<file path="config.mk">
export PLATFORM = sky130hd
export DESIGN_NAME = i2c_fifo_drain_flat
export DESIGN_NICKNAME = d
export VERILOG_FILES = /design/src/rtl/i2c_fifo_drain_if.sv /design/src/rtl/i2c_fifo_drain.sv /design/src/flat_wrapper.sv
export SDC_FILE = /design/constraint.sdc
export NUM_CORES = 1
export LEC_CHECK = 0
export ABC_CLOCK_PERIOD_IN_PS = 2740
export CELL_PAD_IN_SITES_DETAIL_PLACEMENT = 0
export CELL_PAD_IN_SITES_GLOBAL_PLACEMENT = 1
export CORE_MARGIN = 4
export CORE_UTILIZATION = 40
export DETAILED_ROUTE_END_ITERATION = 10
export PLACE_DENSITY = 0.77
export RECOVER_POWER = 100
export SKIP_CTS_REPAIR_TIMING = 1
export SLEW_MARGIN = 20
export SYNTH_ARGS = -nofsm -noshare
export SYNTH_HDL_FRONTEND = slang
export SYNTH_SLANG_ARGS = --single-unit
</file>
<file path="constraint.sdc">
create_clock -name clk -period 2.74 [get_ports clk]
set_input_delay 0.548 -clock clk [delete_from_list [all_inputs] [get_ports clk]]
set_output_delay 0.548 -clock clk [all_outputs]
set_load 0.02 [all_outputs]
</file>
<file path="src/rtl/i2c_fifo_drain_if.sv">
// FIFO read-port bundle between the DSP->I2C FIFO and the I2C drain.
// master = FIFO side (supplies head word), slave = drain side (issues pops).
interface i2c_fifo_drain_if #(
  parameter int DATASIZE = 8,
  parameter int CNTSIZE  = 8
);
  logic [DATASIZE-1:0] dout;
  logic                doutV;
  logic                doutR;
  logic [CNTSIZE-1:0]  cnt;

  modport master (output dout, output doutV, output cnt, input doutR);
  modport slave  (input dout, input doutV, input cnt, output doutR);
endinterface

</file>
<file path="src/rtl/i2c_fifo_drain.sv">
// I2C target transmitter draining the DSP->I2C FIFO.
// A read addressed to ADDR returns the FIFO occupancy byte, then pops FIFO
// words MSB-first for as long as the master keeps ACKing. Writes are NACKed.
//
//   state       | meaning
//   ------------+-----------------------------------------------------------
//   S_IDLE      | bus free, SDA released, waiting for START
//   S_ADDR      | shifting in 7-bit address + R/W
//   S_ACK_ADDR  | driving address ACK; next SCL fall loads the cnt byte
//   S_TX_BYTE   | presenting data bits on SCL falls
//   S_RX_ACK    | SDA released, sampling master ACK/NACK on the 9th rise
//   S_WAIT_STOP | not addressed / master NACKed; ignore bus until START/STOP
module i2c_fifo_drain #(
  parameter logic [6:0] ADDR     = 7'h42,
  parameter int         DATASIZE = 8,
  parameter int         CNTSIZE  = 8
) (
  input  logic            clk,
  input  logic            reset,
  input  logic            scl_in,
  input  logic            sda_in,
  output logic            sda_oe,
  output logic            busy,
  i2c_fifo_drain_if.slave fifo
);

  typedef enum logic [2:0] {
    S_IDLE,
    S_ADDR,
    S_ACK_ADDR,
    S_TX_BYTE,
    S_RX_ACK,
    S_WAIT_STOP
  } state_t;

  state_t state_q, state_d;

  logic scl_s1, scl_s2, scl_prev;
  logic sda_s1, sda_s2, sda_prev;
  logic scl_rise, scl_fall, start_evt, stop_evt;

  logic [7:0] shift_q, shift_d;
  logic [3:0] bit_cnt_q, bit_cnt_d;
  logic       sda_oe_d;
  logic       busy_d;
  logic       nack_q, nack_d;
  logic       pop;

  logic [DATASIZE-1:0] dout_raw;
  logic [CNTSIZE-1:0]  cnt_raw;
  logic [7:0]          dout_byte;
  logic [7:0]          cnt_byte;
  logic [7:0]          next_byte;
  logic                addr_hit;
  logic                rd_req;

  assign dout_raw  = fifo.dout;
  assign cnt_raw   = fifo.cnt;
  assign dout_byte = 8'(dout_raw);
  assign cnt_byte  = 8'(cnt_raw);
  assign next_byte = fifo.doutV ? dout_byte : 8'h00;

  assign addr_hit  = (shift_q[7:1] == ADDR);
  assign rd_req    = shift_q[0];

  // Two-flop synchronizers plus a history flop for edge detection.
  // Reset to the idle-bus level so release from reset never fakes an event.
  always_ff @(posedge clk) begin
    if (reset) begin
      scl_s1   <= 1'b1;
      scl_s2   <= 1'b1;
      scl_prev <= 1'b1;
      sda_s1   <= 1'b1;
      sda_s2   <= 1'b1;
      sda_prev <= 1'b1;
    end else begin
      scl_s1   <= scl_in;
      scl_s2   <= scl_s1;
      scl_prev <= scl_s2;
      sda_s1   <= sda_in;
      sda_s2   <= sda_s1;
      sda_prev <= sda_s2;
    end
  end

  assign scl_rise  =  scl_s2 & ~scl_prev;
  assign scl_fall  = ~scl_s2 &  scl_prev;
  assign start_evt =  scl_s2 &  sda_prev & ~sda_s2;
  assign stop_evt  =  scl_s2 & ~sda_prev &  sda_s2;

  // State register and datapath registers.
  always_ff @(posedge clk) begin
    if (reset) begin
      state_q   <= S_IDLE;
      sda_oe    <= 1'b0;
      busy      <= 1'b0;
      shift_q   <= 8'h00;
      bit_cnt_q <= 4'd0;
      nack_q    <= 1'b1;
    end else begin
      state_q   <= state_d;
      sda_oe    <= sda_oe_d;
      busy      <= busy_d;
      shift_q   <= shift_d;
      bit_cnt_q <= bit_cnt_d;
      nack_q    <= nack_d;
    end
  end

  // Next-state logic; START and STOP override whatever state we are in.
  always_comb begin
    state_d = state_q;
    if (start_evt) begin
      state_d = S_ADDR;
    end else if (stop_evt) begin
      state_d = S_IDLE;
    end else begin
      case (state_q)
        S_ADDR:
          if (scl_fall && bit_cnt_q == 4'd8)
            state_d = (addr_hit && rd_req) ? S_ACK_ADDR : S_WAIT_STOP;
        S_ACK_ADDR:
          if (scl_fall) state_d = S_TX_BYTE;
        S_TX_BYTE:
          if (scl_fall && bit_cnt_q == 4'd7) state_d = S_RX_ACK;
        S_RX_ACK:
          if (scl_fall) state_d = nack_q ? S_WAIT_STOP : S_TX_BYTE;
        default: state_d = state_q;
      endcase
    end
  end

  // Output/datapath logic: SDA drive only changes on a detected SCL fall.
  always_comb begin
    sda_oe_d  = sda_oe;
    busy_d    = busy;
    shift_d   = shift_q;
    bit_cnt_d = bit_cnt_q;
    nack_d    = nack_q;
    pop       = 1'b0;
    if (start_evt) begin
      sda_oe_d  = 1'b0;
      bit_cnt_d = 4'd0;
      shift_d   = 8'h00;
    end else if (stop_evt) begin
      sda_oe_d  = 1'b0;
      busy_d    = 1'b0;
      bit_cnt_d = 4'd0;
    end else begin
      case (state_q)
        S_ADDR: begin
          if (scl_rise && bit_cnt_q != 4'd8) begin
            shift_d   = {shift_q[6:0], sda_s2};
            bit_cnt_d = bit_cnt_q + 4'd1;
          end
          if (scl_fall && bit_cnt_q == 4'd8) begin
            sda_oe_d = addr_hit && rd_req;
            busy_d   = addr_hit && rd_req;
          end
        end
        S_ACK_ADDR: begin
          if (scl_fall) begin
            shift_d   = cnt_byte;
            sda_oe_d  = ~cnt_byte[7];
            bit_cnt_d = 4'd0;
          end
        end
        S_TX_BYTE: begin
          if (scl_fall) begin
            if (bit_cnt_q == 4'd7) begin
              sda_oe_d = 1'b0;
              nack_d   = 1'b1;
            end else begin
              shift_d   = {shift_q[6:0], 1'b0};
              sda_oe_d  = ~shift_q[6];
              bit_cnt_d = bit_cnt_q + 4'd1;
            end
          end
        end
        S_RX_ACK: begin
          if (scl_rise) nack_d = sda_s2;
          if (scl_fall) begin
            if (!nack_q) begin
              shift_d   = next_byte;
              sda_oe_d  = ~next_byte[7];
              bit_cnt_d = 4'd0;
              pop       = fifo.doutV;
            end else begin
              sda_oe_d = 1'b0;
              busy_d   = 1'b0;
            end
          end
        end
        default: begin
          sda_oe_d = 1'b0;
          busy_d   = 1'b0;
        end
      endcase
    end
  end

  // Pop strobe coincides with the clk edge that loads the head word.
  assign fifo.doutR = pop & ~reset;

endmodule

</file>
<file path="src/flat_wrapper.sv">
// flat-port wrapper written by rule: the top's interface ports become plain ports
module i2c_fifo_drain_flat 
#(
  parameter logic [6:0] ADDR     = 7'h42,
  parameter int         DATASIZE = 8,
  parameter int         CNTSIZE  = 8
)
  (clk, reset, scl_in, sda_in, sda_oe, busy, fifo_dout, fifo_doutV, fifo_cnt, fifo_doutR);
  i2c_fifo_drain_if #(.DATASIZE(DATASIZE), .CNTSIZE(CNTSIZE)) fifo_i ();
  input  logic clk;
  input  logic reset;
  input  logic scl_in;
  input  logic sda_in;
  output logic sda_oe;
  output logic busy;
  input wire logic [$bits(fifo_i.dout)-1:0] fifo_dout;
  input wire logic [$bits(fifo_i.doutV)-1:0] fifo_doutV;
  input wire logic [$bits(fifo_i.cnt)-1:0] fifo_cnt;
  output wire logic [$bits(fifo_i.doutR)-1:0] fifo_doutR;
  assign fifo_i.dout = fifo_dout;
  assign fifo_i.doutV = fifo_doutV;
  assign fifo_i.cnt = fifo_cnt;
  assign fifo_doutR = fifo_i.doutR;
  i2c_fifo_drain #(.ADDR(ADDR), .DATASIZE(DATASIZE), .CNTSIZE(CNTSIZE)) u_core (.clk(clk), .reset(reset), .scl_in(scl_in), .sda_in(sda_in), .sda_oe(sda_oe), .busy(busy), .fifo(fifo_i));
endmodule
</file>
; ---- Word-level counts from Yosys, hierarchy flattened
; Cells that the tools add are included.
; Widths: inputs -> output; s select.
[word_totals]
regBits = 24
inputBits = 21
output_inout_bits = 3
word_cells = 118
[classes]
n_addsub = 1
eq_ne = 26
muxes = 44
bitwise_logic = 17
n_reduce_logical = 17
[op_table]
columns = cell, n
row1 = $mux 8, 7
row2 = $pmux 8 s4, 1
row3 = $mux 4, 6
row4 = $mux 1, 19
row5 = $mux 3, 6
row6 = $ne 2x1->1 const B, 9
row7 = $ne 4x1->1 const B, 4
row8 = $pmux 4 s4, 1
row9 = $reduce_and 5->1, 3
row10 = $pmux 3 s4, 1
row11 = $not 1->1, 10
row12 = $ne 3x1->1 const B, 3
row13 = $reduce_and 8->1, 1
row14 = $and 1x1->1, 7
row15 = $eq 7x7->1 const B, 1
row16 = $reduce_and 7->1, 1
row17 = $eq 3x2->1 const B, 2
row18 = $reduce_and 6->1, 1
row19 = $reduce_bool 6->1, 1
row20 = $add 4x1->4 const B, 1
row21 = $eq 4x3->1 const B, 1
row22 = $eq 4x4->1 const B, 1
row23 = $logic_and 1x1->1, 4
row24 = $ne 2x2->1 const B, 2
row25 = other kinds (11), 12

; ---- Longest topological paths before layout
; Gate-level depths: netlist of the first run.
[logic_depth]
word_depth = 7
depth_mapped = 8

; ---- Least setup slack after synthesis of the first run
; No wires, ideal clock.
[synth_timing]
path_type = flip-flop to output port
startpoint = register u_core.state_q[2]
endpoint = output port fifo_doutR
arrival_ns = 1.848
t_required_ns = 2.192
slack_ns = 0.344
stages_incl_launch_ff = 6
cell_sequence = dfxtp_1 > buf_2 > inv_1 > nor4b_4 > inv_1 > nor4_1
[synth_via]
elab_chain_cells = 5
[synth_rtl]
columns = item, line_no
row1 = "start, declared", i2c_fifo_drain.sv:36  ; state_t state_q, state_d;
row2 = "start signal, assigned", i2c_fifo_drain.sv:101  ; state_q <= state_d;
row3 = $eq 3x3->1, i2c_fifo_drain.sv:150  ; case (state_q)
row4 = $mux 1, i2c_fifo_drain.sv:150
row5 = $mux 1, i2c_fifo_drain.sv:145  ; end else if (stop_evt) begin
row6 = $mux 1, i2c_fifo_drain.sv:141  ; if (start_evt) begin
row7 = $and 1x1->1, i2c_fifo_drain.sv:203  ; assign fifo.doutR = pop & ~reset;
row8 = "end, declared", flat_wrapper.sv:19  ; output wire logic [$bits(fifo_i.doutR)-1:0] fifo_doutR;
; No other way between the ends.

; ---- Worst setup path after layout of the first run
[layout_timing]
startpoint = input port fifo_doutV
endpoint = output port fifo_doutR
[layout_via]
elab_chain_cells = 6
[layout_rtl]
columns = item, line_no
row1 = "start, declared", flat_wrapper.sv:17  ; input wire logic [$bits(fifo_i.doutV)-1:0] fifo_doutV;
row2 = $mux 1, i2c_fifo_drain.sv:183  ; if (!nack_q) begin
row3 = $mux 1, i2c_fifo_drain.sv:182  ; if (scl_fall) begin
row4 = $mux 1, i2c_fifo_drain.sv:150
row5 = $mux 1, i2c_fifo_drain.sv:145
row6 = $mux 1, i2c_fifo_drain.sv:141
row7 = $and 1x1->1, i2c_fifo_drain.sv:203
; No other way between the ends.

==> results of run 1 <==
==> critical path, cell delays in order <==
cell	delay, ns
clkdlybuf4s50_1	0.48
nor4b_4	0.27
inv_1	0.08
nor4_1	0.22
clkbuf_1	0.26
==> registers in the layout, indices dropped and copies added, names as in the netlist <==
register and cells:
u_core.bit_cnt_q 4, u_core.sda_s1 1, u_core.sda_s2 1, u_core.sda_oe 1, u_core.scl_s1 1, u_core.sda_prev 1
u_core.scl_prev 1, u_core.state_q 3, u_core.busy 1, u_core.nack_q 1, u_core.scl_s2 1, u_core.shift_q 8
==> report_power, final <==
group          leakage [nW]  total [mW]  internal (mW)  switching [mW]
registers             0.195       0.372          0.360          0.0125
logic                 0.435       0.108         0.0572          0.0506
clock network        0.0357       0.313          0.195           0.118
total                 0.666       0.793          0.612           0.181
==> layout by cell type, fill, tap and decap left out, types with 2 or more instances in the layout <==
| cell type | synthesis | final |
|---|---|---|
| buf_4 | 1 | 7 |
| nand3b_1 | 3 | 3 |
| a32o_1 | 5 | 5 |
| inv_1 | 13 | 13 |
| a222oi_1 | 6 | 6 |
| o21ai_0 | 12 | 12 |
| nor2_1 | 10 | 11 |
| nor2_2 | 3 | 2 |
| a211o_1 | 2 | 2 |
| nor4b_1 | 4 | 4 |
| a211oi_2 | 6 | 4 |
| nand2b_1 | 2 | 3 |
| clkbuf_8 | 0 | 3 |
| dfxtp_1 | 24 | 24 |
| ha_1 | 2 | 2 |
| clkdlybuf4s50_1 | 0 | 19 |
| a21oi_1 | 7 | 8 |
| nand2_1 | 15 | 15 |
| dlygate4sd3_1 | 0 | 3 |
| a211oi_1 | 2 | 4 |
| o22ai_1 | 3 | 3 |
| o31ai_1 | 2 | 2 |
| nand4b_1 | 3 | 3 |
| xor2_1 | 2 | 2 |
| mux2i_1 | 3 | 3 |
| nor2b_1 | 4 | 4 |
| or2_2 | 7 | 7 |
| nor3_1 | 4 | 4 |
| nor4_1 | 2 | 2 |
| o22a_1 | 2 | 2 |
| clkbuf_1 | 5 | 2 |
==> layout make-up <==
cell class | instances | area share [%]
clock inverter | 1 | 1.520
tap | 50 | 3.167
inverter | 13 | 2.470
timing repair buffer | 32 | 14.44
clock buffer | 3 | 2.090
sequential | 24 | 24.32
multi-input combinational | 139 | 52.00
==> worst paths after layout <==
kind / from / end / slack [ns] / cells after the start
worst max-delay path: fifo_doutV / fifo_doutR / 0.33 / 5
worst min-delay path: u_core.sda_s1 / u_core.sda_s2 / 0.42 / 1
worst max register to register: u_core.state_q[1] / u_core.bit_cnt_q[2] / 0.33 / 6
worst min register to register: u_core.sda_s1 / u_core.sda_s2 / 0.42 / 1
==> cell families after synthesis <==
family	count (synthesis)	share of synthesized area, %
adders and majority gates	2	1.523
muxes	3	1.828
AOI/OAI and AO/OA	63	32.83
and+or+nand+nor	69	26.43
xor gates and xnor gates	2	1.066
buffers and inverters	26	7.084
DFF	24	29.25
==> per-stage QoR <==
| stage | instances | setup WS, ns |
|---|---|---|
| 2_1_floorplan | 189 | 0.3443 |
| 3_3_place_gp | 258 | -0.06019 |
| 6_report | 262 | 0.3279 |
| 3_5_place_dp | 258 | -0.08821 |
| 5_1_grt | 262 | 0.1412 |
| 4_1_cts | 262 | -0.08960 |
==> per-layer routing <==
layer / vias to the layer above / part of all wire (%) / GRT usage (%)
li1: 759 / - / -
met2: 48 / 50 / 28.51
met4: 0 / 2.0 / 7.098
met3: 9 / 5.6 / 2.632
met1: 705 / 43 / 19.68
met5: - / 0 / 0
==> results.py, run 1 <==
metrics = {
    "global_route": {
        "grt_max_degree": 29,
        "grt_pass1_vias": 1502,
        "grt_usage_pct": 16.35,
        "grt-ovfl-total": 0,
        "antenna_found_initial": 0,
        "grt_pass1_wl_um": 6893,
    },
    "floorplan": {
        "ioPinCount": 24,
        "start_util_pct": 41.07,
        "die_w_um": 72.09,
        "dieArea_sq_um": 5196,
        "coreArea_sq_um": 4000,
        "die_h_um": 72.09,
        "rows": 23,
    },
    "logic_synthesis": {
        "syn_area_per_cell_sq_um": 8.692,
        "async_flop_share_pct": 0,
        "syn_nets": 212,
        "ys.flop_type": "dfxtp_1",
        "yosys.cell_types.count": 58,
        "synth_most_common_cell": "dfxtp_1",
        "synthTopCellsByArea": "dfxtp_1, a211oi_2, a222oi_1, o21ai_0, nand2_1",
        "yosysTopAreaCell": "dfxtp_1",
        "syn_area_sq_um": 1643,
        "synthTopCellsByCount": "dfxtp_1, nand2_1, inv_1",
        "synth-edff-count": 0,
        "ys_warn_count": 0,
        "ys_seq_area_share_pct": 29.25,
        "synthCells": 189,
        "synth_top_area_share_pct": 29.25,
        "synth-seq-cells": 24,
    },
    "clocking": {
        "cts_sinks": 24,
        "cts_made_buffers": 3,
        "cts-root-buf": "clkbuf_8",
        "cts_tree": "yes",
        "clk_pin_slew_ns": 0.09,
        "cts.htree.levels": 1,
        "clock_latency_ns": 0.27,
        "ctsLongestPathBuffers": 2,
    },
    "worst_setup_path": {
        "cp.arrival_ns": 1.86,
        "required_ns": 2.19,
        "critPathLaunchType": "input pin",
        "crit_path_max_fanout": 2,
        "cp-end-kind": "primary output",
        "critPathKind": "in2out",
    },
    "timing": {
        "finalMaxSlewViolations": 0,
        "period_share_pct": 88.03,
        "period_minus_slack_ns": 2.412,
        "worst_hold_slack_ns": 0.4153,
        "worst_slew_pin_slew_ns": 0.5829,
        "clock_skew_ns": 0.002601,
        "rsz0062_at_grt": "no",
        "timing.final.hold_violations": 0,
        "finalSetupTns_ns": 0,
        "fmax_mhz": 414.6,
        "slew_headroom_pct": 60.60,
        "setup_viol": 0,
    },
    "drt": {
        "vias_per_cell": 5.805,
        "drc": 0,
        "drt_wl_total_um": 4091,
        "drtAntennaViolNets": 0,
        "wl_per_cell_um": 15.61,
        "drt_iter0_drc": 93,
        "dr_total_vias": 1521,
        "first_pass_iters": 4,
    },
    "power": {
        "ir_drop_v": 0.0001869,
        "power.density_nw_per_um2": 401.6,
        "leakage_nw": 0.6659,
        "total_power_uw": 793.4,
    },
    "layout": {
        "drive_gt1_share_pct": 15.57,
        "final_nets": 236,
        "multiInputGateArea_sq_um": 1027,
        "diodes": 0,
        "final_area_sq_um": 1976,
        "register_area_sq_um": 480.5,
        "fin_util_pct": 49.39,
        "area_growth_pct": 20.26,
        "fill_cells": 379,
    },
    "placed_design": {
        "place.gp.congestion": 0.8920,
        "hpwl_um": 3078,
        "placed_area_sq_um": 1936,
        "portBuffers": 23,
    },
    "outcome": {
        "outcome": "finished, final reports clean",
    },
    "min_path": {
        "hold_path.class": "reg2reg",
    },
    "flow_run": {
        "drv_cap": 0,
    },
}
Note: power is estimated with default switching activity, not from simulation.
==> run 2, diff against run 1 <==
Settings changed: ABC_CLOCK_PERIOD_IN_PS 2740 to 3000, SKIP_CTS_REPAIR_TIMING 1 to unset.
Clock period 2.74 ns to 3 ns, I/O delays scaled along.
==> run 2 against run 1 <==
Net effect:
- via count grew 3.0%
- global-route usage grew 0.72 points
- core utilization down 0.063 points
- worst hold slack got worse by 0.0011 ns
- wire length up 4.3%
- highest routed layer unchanged
- worst setup slack better by 0.097 ns
- die area did not move
==> results.py, run 2 (synthesis results as in run 1) <==
metrics = {
    "worst_setup_path": {
        "required_ns": 2.40,
        "crit_path_end": "fifo_doutR",
        "slowest_stage": "clkdlybuf4s50_1",
        "r2r_slack_ns": 0.53,
        "critPathLaunchType": "input pin",
        "crit_cells": 5,
        "r2r-end": "u_core.shift_q[2]",
        "path_cells": "clkdlybuf4s50_1 > nor4b_4 > inv_1 > nor4_1 > clkbuf_1",
        "cp.arrival_ns": 1.97,
        "crit_path_max_fanout": 3,
        "critical_path_buf_inv_count": 3,
        "reg2reg_depth": 7,
        "cpPeakStageDelay_ns": 0.51,
        "r2r-start": "u_core.state_q[1]",
        "critPathTopFamily": "buffers and inverters",
        "cp-end-kind": "primary output",
        "cp-startpoint": "fifo_doutV",
        "critPathKind": "in2out",
    },
    "timing": {
        "worst_slew_pin_slew_ns": 0.5851,
        "clock_skew_ns": 0.002950,
        "fmax_mhz": 388.4,
        "rsz0062_at_grt": "no",
        "period_share_pct": 85.82,
        "setup_ws_ns": 0.4254,
        "period_minus_slack_ns": 2.575,
        "slew_headroom_pct": 60.44,
        "finalSetupTns_ns": 0,
        "timing.final.hold_violations": 0,
        "finalMaxSlewViolations": 0,
        "setup_viol": 0,
    },
    "floorplan": {
        "ioPinCount": 24,
        "dieArea_sq_um": 5196,
        "die_h_um": 72.09,
        "coreArea_sq_um": 4000,
        "die_w_um": 72.09,
        "rows": 23,
        "start_util_pct": 41.07,
    },
    "drt": {
        "dr_total_vias": 1567,
        "drc": 0,
        "drtAntennaViolNets": 0,
        "first_pass_iters": 5,
        "vias_per_cell": 6.004,
        "drt_wl_total_um": 4266,
        "wl_per_cell_um": 16.34,
        "drt_iter0_drc": 79,
    },
    "placed_design": {
        "dp_slack_ns": 0.03052,
        "placed_area_sq_um": 1928,
        "dp_cells": 257,
        "portBuffers": 23,
        "place.gp.congestion": 0.8815,
        "hpwl_um": 3193,
    },
    "clocking": {
        "clk_pin_slew_ns": 0.09,
        "cts_sinks": 24,
        "ctsLongestPathBuffers": 2,
        "cts.htree.levels": 1,
        "post_cts_buffers": 0,
        "cts-root-buf": "clkbuf_8",
        "cts_hold_buf": 0,
        "cts_tree": "yes",
        "cts_made_buffers": 3,
        "clock_latency_ns": 0.27,
        "ctsResizeCount": 0,
    },
    "global_route": {
        "grt_pass1_vias": 1585,
        "grt_pass1_wl_um": 7155,
        "antenna_found_initial": 0,
        "grt_usage_pct": 17.07,
        "grt_max_degree": 29,
        "grt-ovfl-total": 0,
    },
    "layout": {
        "layout_common_cells": "dfxtp_1, clkdlybuf4s50_1, nand2_1, inv_1",
        "mostFrequentLayoutCell": "dfxtp_1",
        "final_area_sq_um": 1973,
        "diodes": 0,
        "reg_top3": "u_core.shift_q x8, u_core.bit_cnt_q x4, u_core.state_q x3",
        "largest_reg_flops": 8,
        "max_flop_register": "u_core.shift_q",
        "final_nets": 235,
        "fin_util_pct": 49.33,
        "layout.cells.non_filler": 261,
        "area_growth_pct": 20.11,
        "drive_gt1_share_pct": 15.64,
    },
    "power": {
        "power.density_nw_per_um2": 368.7,
        "leakage_nw": 0.6623,
        "ir_drop_v": 0.0002121,
    },
    "outcome": {
        "outcome": "finished, final reports clean",
    },
    "min_path": {
        "hold_path.startpoint": "u_core.sda_s1",
        "hold_path.class": "reg2reg",
    },
    "flow_run": {
        "drv_cap": 0,
    },
}
-- run 2: cell types whose count changed in the layout (fill, tap and decap cells not counted), sizes merged --
cell | before | now
buf | 7 | 5
clkbuf | 6 | 7
-- run 2: worst min path at each step --
stage,end,cells after the start
after floorplan,u_core.scl_s2,1
after global placement,u_core.sda_s2,1
after detailed placement,u_core.sda_s2,1
after CTS,u_core.sda_s2,1
after global routing,u_core.sda_s2,1
final,u_core.sda_s2,1
-- run 2: report_power, final --
group          switching [mW]  leakage [nW]  internal [mW]
registers              0.0112         0.195          0.329
clock network           0.110        0.0357          0.179
logic                  0.0477         0.431         0.0514
-- run 2: layer usage --
metal	global-route usage [%]	vias up	share of wire [%]	routed length [um]
met1	18.39	762	41	1756
met3	3.047	8	4.3	182
met2	32.25	38	52	2231
met5	0	-	0	0
li1	-	759	-	-
met4	7.098	0	2.2	95
-- run 2: metrics by stage --
stage                     hold slack, ns  power, mW
after floorplan                   0.3895     0.4059
after global placement            0.3909     0.4459
after detailed placement          0.3938     0.4486
after CTS                         0.4161     0.7371
after global routing              0.4313     0.7590
final                             0.4141     0.7274
-- run 2: layout make-up --
class,count,area (sq um)
well taps,50,62.56
multi-input cells,139,1035
repair buffers,31,275.3
fillers,411,2027
clock inverters,1,30.03
flip-flops and latches,24,480.5
clock buffers,3,41.29
inverters,13,48.80
==> run 3, diff against run 2 <==
Settings changed: CORE_UTILIZATION 40 to 44, PLACE_DENSITY 0.77 to 0.84.
==> run 3 against run 2 <==
Net effect:
- worst setup slack worse by 0.010 ns
- die area down 8.1%
- non-clock buffer count up 1
- first-iteration DRC count up 130%
- combinational power about the same
- sequential power about the same
- register-to-register slack better by 0.04 ns
- via count up 1.2%
- design area down 0.82%
- maximum frequency down 0.39%
- core utilization up 7.1 points
- largest power group unchanged
==> results.py, run 3 (synthesis results as in run 1) <==
metrics = {
    "power": {
        "combPwrFrac_pct": 15.3,
        "leakage_nw": 0.6593,
        "clockPowerShare_pct": 33.2,
        "internal_power_uw": 497.6,
        "power.density_nw_per_um2": 337.6,
        "swShare_pct": 24.69,
        "total_power_uw": 660.7,
        "switchingPower_uw": 163.1,
        "ir_drop_v": 0.0002174,
        "pwr-share-seq_pct": 51.4,
    },
    "placed_design": {
        "place.gp.congestion": 0.8874,
        "portBuffers": 23,
        "hpwl_um": 3274,
        "dp_slack_ns": 0.02201,
    },
    "global_route": {
        "grt_pass1_wl_um": 7569,
        "grt_max_degree": 29,
        "grt_usage_pct": 19.10,
        "antenna_found_initial": 0,
        "grt_pass1_vias": 1490,
        "grt-ovfl-total": 0,
    },
    "worst_setup_path": {
        "reg2reg_depth": 6,
        "crit_path_max_fanout": 2,
        "r2r-end": "u_core.bit_cnt_q[3]",
        "required_ns": 2.40,
        "r2r_slack_ns": 0.57,
        "cp.arrival_ns": 1.98,
        "critPathLaunchType": "input pin",
        "r2r-start": "u_core.state_q[1]",
        "cp-end-kind": "primary output",
        "critPathKind": "in2out",
    },
    "layout": {
        "layout_common_cells": "dfxtp_1, clkdlybuf4s50_1, nand2_1, inv_1, nor2_1",
        "final_nets": 236,
        "drive_gt1_share_pct": 15.57,
        "diodes": 0,
        "fin_util_pct": 56.42,
        "reg_top3": "u_core.shift_q x8, u_core.bit_cnt_q x4, u_core.state_q x3",
        "max_flop_register": "u_core.shift_q",
        "mostFrequentLayoutCell": "dfxtp_1",
        "largest_reg_flops": 8,
        "fill_cells": 355,
        "area_growth_pct": 19.12,
    },
    "floorplan": {
        "ioPinCount": 24,
        "die_h_um": 69.11,
        "start_util_pct": 47.37,
        "rows": 21,
        "coreArea_sq_um": 3468,
        "dieArea_sq_um": 4776,
        "die_w_um": 69.11,
    },
    "clocking": {
        "ctsLongestPathBuffers": 2,
        "clock_latency_ns": 0.26,
        "clk_pin_slew_ns": 0.09,
        "cts_made_buffers": 3,
        "cts-root-buf": "clkbuf_8",
        "post_cts_buffers": 0,
        "cts.htree.levels": 1,
        "cts_tree": "yes",
        "cts_sinks": 24,
    },
    "drt": {
        "drt_wl_total_um": 4316,
        "dr_total_vias": 1586,
        "highest-signal-layer": "met4",
        "wl_per_cell_um": 16.73,
        "vias_per_cell": 6.147,
        "first_pass_iters": 5,
        "drc": 0,
        "drt-met1-wl_um": 2000,
        "wl_met3_um": 273,
        "wl_met2_um": 1961,
        "drt_iter0_drc": 179,
        "drtAntennaViolNets": 0,
    },
    "timing": {
        "period_minus_slack_ns": 2.585,
        "slew_headroom_pct": 60.80,
        "setup_viol": 0,
        "clock_skew_ns": 0.003534,
        "finalMaxSlewViolations": 0,
        "period_share_pct": 86.15,
        "fmax_mhz": 386.9,
        "timing.final.hold_violations": 0,
        "setup_ws_ns": 0.4154,
        "finalSetupTns_ns": 0,
        "worst_hold_slack_ns": 0.4208,
        "rsz0062_at_grt": "no",
        "worst_slew_pin_slew_ns": 0.5862,
    },
    "min_path": {
        "min_to": "u_core.scl_s2",
        "hold_path.startpoint": "u_core.scl_s1",
        "hold_path.class": "reg2reg",
        "hold_depth": 1,
    },
    "flow_run": {
        "drv_cap": 0,
    },
    "outcome": {
        "outcome": "finished, final reports clean",
    },
}
-- run 3: cell count changes in the layout (fill, tap and decap cells not counted), sizes merged --
cell and change:
buf +1, bufinv -1, clkbuf +1
-- run 3: critical path, stage by stage --
cell and delay [ns]:
dlygate4sd3_1 0.55, o21bai_1 0.19, nor4_1 0.37, clkbuf_1 0.27
-- run 3: cell type report --
| class | count | area (sq um) | area share [%] |
|---|---|---|---|
| Multi-Input combinational cell | 139 | 1032 | 52.75 |
| Sequential cell | 24 | 480.5 | 24.55 |
| Timing Repair Buffer | 32 | 282.8 | 14.45 |
| Tap cell | 46 | 57.56 | 2.941 |
| Clock buffer | 4 | 55.05 | 2.813 |
| Inverter | 13 | 48.80 | 2.494 |
-- run 3: layer usage --
metal	GRT usage, %	up-vias
li1	-	764
met1	26.06	738
met2	30.51	74
met3	4.070	10
met4	4.772	0
met5	0	-
-- run 3: worst max path at each step --
stage | start | end | cells past startpoint
CTS | fifo_doutV | fifo_doutR | 5
global placement | fifo_doutV | fifo_doutR | 5
global route | fifo_doutV | fifo_doutR | 5
floorplan | u_core.state_q[2] | fifo_doutR | 5
finish | reset | fifo_doutR | 4
detailed placement | fifo_doutV | fifo_doutR | 5
-- run 3: metrics by stage --
step           instance area (sq um)  std cells
6_report                        1957        258
5_1_grt                         1957        258
4_1_cts                         1986        258
3_5_place_dp                    1931        254
3_3_place_gp                    1931        254
2_1_floorplan                   1643        189
-- run 3: what timing repair did --
| item | 4_1_cts | 5_1_grt |
|---|---|---|
| resized for setup | 0 | 1 |
| hold endpoints to repair | 0 | 0 |
| hold buffers | 0 | 0 |
| setup endpoints to repair | 0 | 1 |
-- run 3: power groups by stage --
stage               Sequential (mW)  Combinational, mW  Clock, mW
finish                        0.340              0.101      0.220
global route                  0.342              0.112      0.240
CTS                           0.340              0.104      0.223
detailed placement            0.348              0.103          0
global placement              0.347              0.101          0
floorplan                     0.342             0.0634          0
